**src/rtl/ra_pq_gen.sv**
```systemverilog
// Register-array min-priority queue: slot 1 (kvo) always holds the lowest key.
// Compare-exchange layers run either in two phases on one sorter (FAST=0) or back to back (FAST=1).
module ra_pq_gen #(
    parameter int KEY_W    = 16,
    parameter int VAL_W    = 16,
    parameter int CAPACITY = 16,
    parameter int FAST     = 0
) (
    input  logic                           clk,
    input  logic                           rst,
    input  logic                           enq,
    input  logic                           deq,
    input  logic                           flush,
    input  logic [KEY_W+VAL_W-1:0]         kvi,
    output logic [KEY_W+VAL_W-1:0]         kvo,
    output logic                           ack,
    output logic                           busy,
    output logic                           full,
    output logic                           empty,
    output logic [$clog2(CAPACITY+1)-1:0]  count,
    output logic                           err_ovf,
    output logic                           err_udf,
    output logic                           err_key
);
    localparam int KV_W  = KEY_W + VAL_W;
    localparam int CNT_W = $clog2(CAPACITY + 1);
    localparam int IDX_W = $clog2(CAPACITY);
    localparam logic [KEY_W-1:0] KEY_INF  = '1;
    localparam logic [KV_W-1:0]  KV_EMPTY = {KEY_INF, {VAL_W{1'b0}}};
    localparam logic [CNT_W-1:0] CNT_MAX  = CNT_W'(CAPACITY);

    // Element 0 of the packed array is slot 1.
    typedef logic [CAPACITY-1:0][KV_W-1:0] slots_t;
    localparam slots_t SLOTS_EMPTY = {CAPACITY{KV_EMPTY}};

    slots_t           slots_q, slots_d, loaded, layer_a;
    logic [CNT_W-1:0] count_q, count_d;
    logic             phase_q, phase_d;
    logic             window, key_bad, ovf, udf, live;
    logic             do_ins, do_rep, do_del;

    function automatic logic [KEY_W-1:0] key_of(input logic [KV_W-1:0] kv);
        return kv[KV_W-1 -: KEY_W];
    endfunction

    // One bank of CAPACITY/2 comparators; 'shifted' moves every operand pair up by one
    // slot so the same bank serves the odd layer (1,2).. and the even layer (2,3)..
    function automatic slots_t cx_layer(input slots_t s, input logic shifted);
        slots_t           r;
        logic [IDX_W-1:0] lo, hi;
        r = s;
        for (int k = 0; k < CAPACITY / 2; k++) begin
            lo = IDX_W'(2 * k) | {{(IDX_W-1){1'b0}}, shifted};
            hi = (lo == IDX_W'(CAPACITY - 1)) ? lo : lo + IDX_W'(1);
            if (key_of(s[hi]) < key_of(s[lo])) begin
                r[lo] = s[hi];
                r[hi] = s[lo];
            end
        end
        return r;
    endfunction

    // Insert at slot 1, shifting only up to the first empty slot: a real entry that
    // has not yet bubbled above a sinking empty slot is never pushed off the end.
    function automatic slots_t load_ins(input slots_t s, input logic [KV_W-1:0] kv);
        slots_t r;
        logic   hole;
        r    = s;
        hole = 1'b0;
        for (int i = 1; i < CAPACITY; i++) begin
            if (key_of(s[i-1]) == KEY_INF) hole = 1'b1;
            if (!hole) r[i] = s[i-1];
        end
        r[0] = kv;
        return r;
    endfunction

    // Handshake: enq/deq are level requests sampled every cycle; ack marks the cycle in
    // which the request is taken. While busy=1 requests are ignored and must be held.
    always_comb begin
        window  = (FAST != 0) || !phase_q;
        live    = window && !flush;
        key_bad = enq && (key_of(kvi) == KEY_INF);
        ovf     = enq && !deq && full;
        udf     = deq && !enq && empty;
        err_key = live && key_bad;
        err_ovf = live && !key_bad && ovf;
        err_udf = live && udf;
        ack     = live && (enq || deq) && !key_bad && !ovf && !udf;
        do_ins  = ack && enq && (!deq || empty);
        do_rep  = ack && enq && deq && !empty;
        do_del  = ack && deq && !enq;
    end

    always_comb begin
        slots_d = slots_q;
        count_d = count_q;
        phase_d = phase_q;
        loaded  = slots_q;
        if (do_ins) loaded = load_ins(slots_q, kvi);
        else if (do_rep) loaded[0] = kvi;
        else if (do_del) loaded[0] = KV_EMPTY;
        layer_a = cx_layer(phase_q ? slots_q : loaded, phase_q);
        if (flush) begin
            slots_d = SLOTS_EMPTY;
            count_d = '0;
            phase_d = 1'b0;
        end else if (phase_q) begin
            slots_d = layer_a;
            phase_d = 1'b0;
        end else if (ack) begin
            slots_d = (FAST != 0) ? cx_layer(layer_a, 1'b1) : layer_a;
            phase_d = (FAST == 0);
            if (do_ins) count_d = count_q + CNT_W'(1);
            else if (do_del) count_d = count_q - CNT_W'(1);
        end
    end

    always_ff @(posedge clk or posedge rst) begin
        if (rst) begin
            slots_q <= SLOTS_EMPTY;
            count_q <= '0;
            phase_q <= 1'b0;
        end else begin
            slots_q <= slots_d;
            count_q <= count_d;
            phase_q <= phase_d;
        end
    end

    assign kvo   = slots_q[0];
    assign busy  = phase_q;
    assign count = count_q;
    assign full  = (count_q == CNT_MAX);
    assign empty = (count_q == '0);
endmodule

```
**config.mk**
```make
export PLATFORM = sky130hd
export DESIGN_NAME = ra_pq_gen
export DESIGN_NICKNAME = d
export VERILOG_FILES = /design/src/rtl/ra_pq_gen.sv
export SDC_FILE = /design/constraint.sdc
export NUM_CORES = 2
export LEC_CHECK = 0
export BUFFER_PORTS_ARGS = -buffer_cell sky130_fd_sc_hd__buf_4
export CORE_UTILIZATION = 58
export DETAILED_ROUTE_END_ITERATION = 16
export PLACE_DENSITY = 0.78
export SLEW_MARGIN = 20
export SYNTH_ARGS = -nofsm -noshare
export SYNTH_HDL_FRONTEND = slang
export SYNTH_SLANG_ARGS = --single-unit
```
**constraint.sdc**
```tcl
create_clock -name clk -period 15.1 [get_ports clk]
set_clock_uncertainty 0.15 [all_clocks]
set_input_delay 2.265 -clock clk [delete_from_list [all_inputs] [get_ports clk]]
set_output_delay 2.265 -clock clk [all_outputs]
set_load 0.01 [all_outputs]
```
==> flow_summary.yaml <==
run_status:
  status: "finished, final reports clean"
synth:
  synth_xor_area_share_pct: 0.0903
  muxShareOfSynthArea_pct: 13.1
  synthCells: 4742
  syn_nets: 4903
  synth-main-ff-cell: "dfrtp_1"
  ys_types: 88
  synthArstFlopShare_pct: 100
  synth_top_area_share_pct: 17.3
  synth_top_family_by_area: "compound AO/OA/AOI/OAI gates"
  synth_compound_area_share_pct: 25.3
  synth_area_leader_cell: "dfstp_2"
  ys_seq_elements: 518
  syn-mean-instance-area_um2: 8.18
  synth_edf_count: 0
  synth-simple-area-share_pct: 18.4
  synth_area_um2: 38800
  synth_seq_area_share_pct: 34.2
  synth.area.top_cells: "dfstp_2 17%, dfrtp_1 17%, mux2i_1 11%"
  synthAdderAreaFrac_pct: 4.02
  synth_warnings: 0
sta:
  finalSetupTns_ns: 0
  fin_crit_ns: 8.79
  fin_crit_sh_pct: 58.2
  setup_violations: 0
  tightest_slew_ns: 1.13
  finalHoldViolCount: 0
  relSlewSlack_pct: 24.6
  worst_slack_ns: 6.31
  timing.fmax_mhz: 114
  slew_viol_final: 0
  rsz0062_at_grt: "false"
cells_and_area:
  drive_above_1_share_pct: 14.7
  fillers: 5557
  final_cell_mix: "729 x nand2_1, 464 x nor2_1, 409 x mux2i_1"
  final_common_cell: "nand2_1"
  nNetsFinal: 4696
  num_antenna_cells: 0
  fin_cells: 5448
  multi_input_area_um2: 23800
  final_area_um2: 41600
  seq_area_um2: 13300
  area_delta_synth_final_pct: 7.32
place:
  hpwl_mm: 79.8
  gp_congestion: 0.940
  placed_area_um2: 39500
  place_ws_ns: 5.85
  dp.cells: 5338
  io_buffers: 80
floorplan:
  dieArea_um2: 67900
  start_util_pct: 58.8
  coreArea_um2: 66000
  die_x_um: 261
  placementRows: 94
  ios: 81
  die_h_um: 261
setup_path:
  critPathMaxFanout: 23
  critical_path.cell_chain: "buf_4, nor2_1, o21a_1, nand3_2, nor3_4, buf_4, mux2i_1, nand2_1, o21ai_0, ha_1, a211oi_1, o21ai_0, nand4_1, nand2_1, o21ai_0, a31oi_1, or3_1, and2_1, nor2_1, a221o_1"
  max_stage_delay_ns: 0.98
  startpoint_type: "primary input"
  crit_type: "in -> reg"
  cpMostUsedCell: "o21ai_0"
  cp.required_ns: 15.53
  slowest_stage: "nor3_4"
  cp_top_family: "simple AND/OR/NAND/NOR gates"
  critPathArrivalTime_ns: 9.22
  end_kind: "flop"
  worst-path-buf-inv: 2
routing:
  totalWireLength_mm: 121
  drtIter0Drc: 4744
  viasPerCell: 6.96
  wl_per_cell_um: 22.1
  detail-route-antenna-nets: 0
  vias: 37892
  first_pass_iters: 6
  drc: 0
cts:
  cts_buffer_depth: 3
  cts_tree: "done"
  cts_resized: 0
  cts_root_buffer: "clkbuf_16"
  numCtsBuffers: 59
  post_cts_buffers: 0
  holdBufCountCts: 0
  clk_latency_ns: 0.66
  path_clk_slew_ns: 0.06
  clock_sinks: 518
  htree_levels: 2
job:
  drv_cap: 0
grt:
  grt_pass1_wl_mm: 193
  antenna_found_initial: 0
  grt.total_usage_pct: 34.8
  overflow: 0
  first_global_vias: 36305
  grt_max_degree: 158
hold_path:
  hold_class: "reg -> reg"
## worst paths after layout
path                                          start                  endpoint  slack [ns]  cells past startpoint
setup / recovery                              flush  slots_q[456]$_DFFE_PP0P_        6.31                     20
hold / removal             slots_q[492]$_DFFE_PP0P_  slots_q[492]$_DFFE_PP0P_        0.35                      2
setup reg to reg                kvo[28]$_DFFE_PP1P_  slots_q[456]$_DFFE_PP0P_        7.30                     21
hold reg to reg            slots_q[492]$_DFFE_PP0P_  slots_q[492]$_DFFE_PP0P_        0.35                      2
max in group asynchronous                       rst  slots_q[173]$_DFFE_PP0P_       11.62                      3
min in group asynchronous                       rst        kvo[1]$_DFFE_PP0P_        1.67                      2
## state kept, by name, summed over array words and instances, names as in the netlist
register and flops:
kvo 32, slots_q 480, count 5, busy 1
## layout make-up
cell class,count,share of cell area (%)
multi-input combinational,3768,57.2
inverter,40,0.388
timing repair buffer,148,2.79
sequential,518,31.9
tap,864,2.60
clock buffer,86,4.27
clock inverter,24,0.866
## Yosys cell counts (all sizes together), types with 17 or more instances
master  instances
nand2         734
and2           39
o22ai          45
a21o           46
o221ai         45
a21oi         379
buf           115
ha            123
inv            39
a211oi         41
clkbuf        301
a32o           37
nand4          90
a22o           44
a211o          17
nor2          473
nor4           26
o22a           28
nor3           62
dfstp         256
a32oi          23
and3           22
o221a          23
o21ai         403
a221o          32
nand3         119
mux2i         409
o211ai         94
dfrtp         262
a31oi          71
mux2           88
o21bai         22
nand2b         27
## worst register-to-register path: cells and delay by family, from the launching register on
family | cells | cell delay, ns
multiplexers | 1 | 0.27
AND/OR/NAND/NOR | 11 | 4.74
AO/OA/AOI/OAI | 6 | 1.26
adder cells (fa/ha/maj) | 1 | 0.27
flip-flops | 1 | 0.39
buffers and inverters | 2 | 0.62
## per-stage QoR
stage                     utilization (%)  hold WS, ns
after floorplan                         -        0.314
after global placement               59.8        0.332
after detailed placement             59.8        0.343
after CTS                            63.0        0.357
after global routing                 63.1        0.377
final                                63.1        0.354
## layer usage
layer | vias to the layer above | global-route usage [%] | routed length (µm)
met5 | - | 0 | 0
li1 | 17073 | - | -
met3 | 284 | 6.01 | 11600
met1 | 18600 | 49.5 | 51100
met2 | 1935 | 53.3 | 54300
met4 | 0 | 11.8 | 3560
## cells by family after synthesis
logic type / Yosys count
flops: 518
fa+ha+maj: 124
simple gates: 1644
mux: 497
compound gates: 1499
buf+inv: 456
xor+xnor: 4
Power is left out: the tool's default activity adds up to more than one toggle a clock period on the data nets, which glitch-free logic cannot reach.
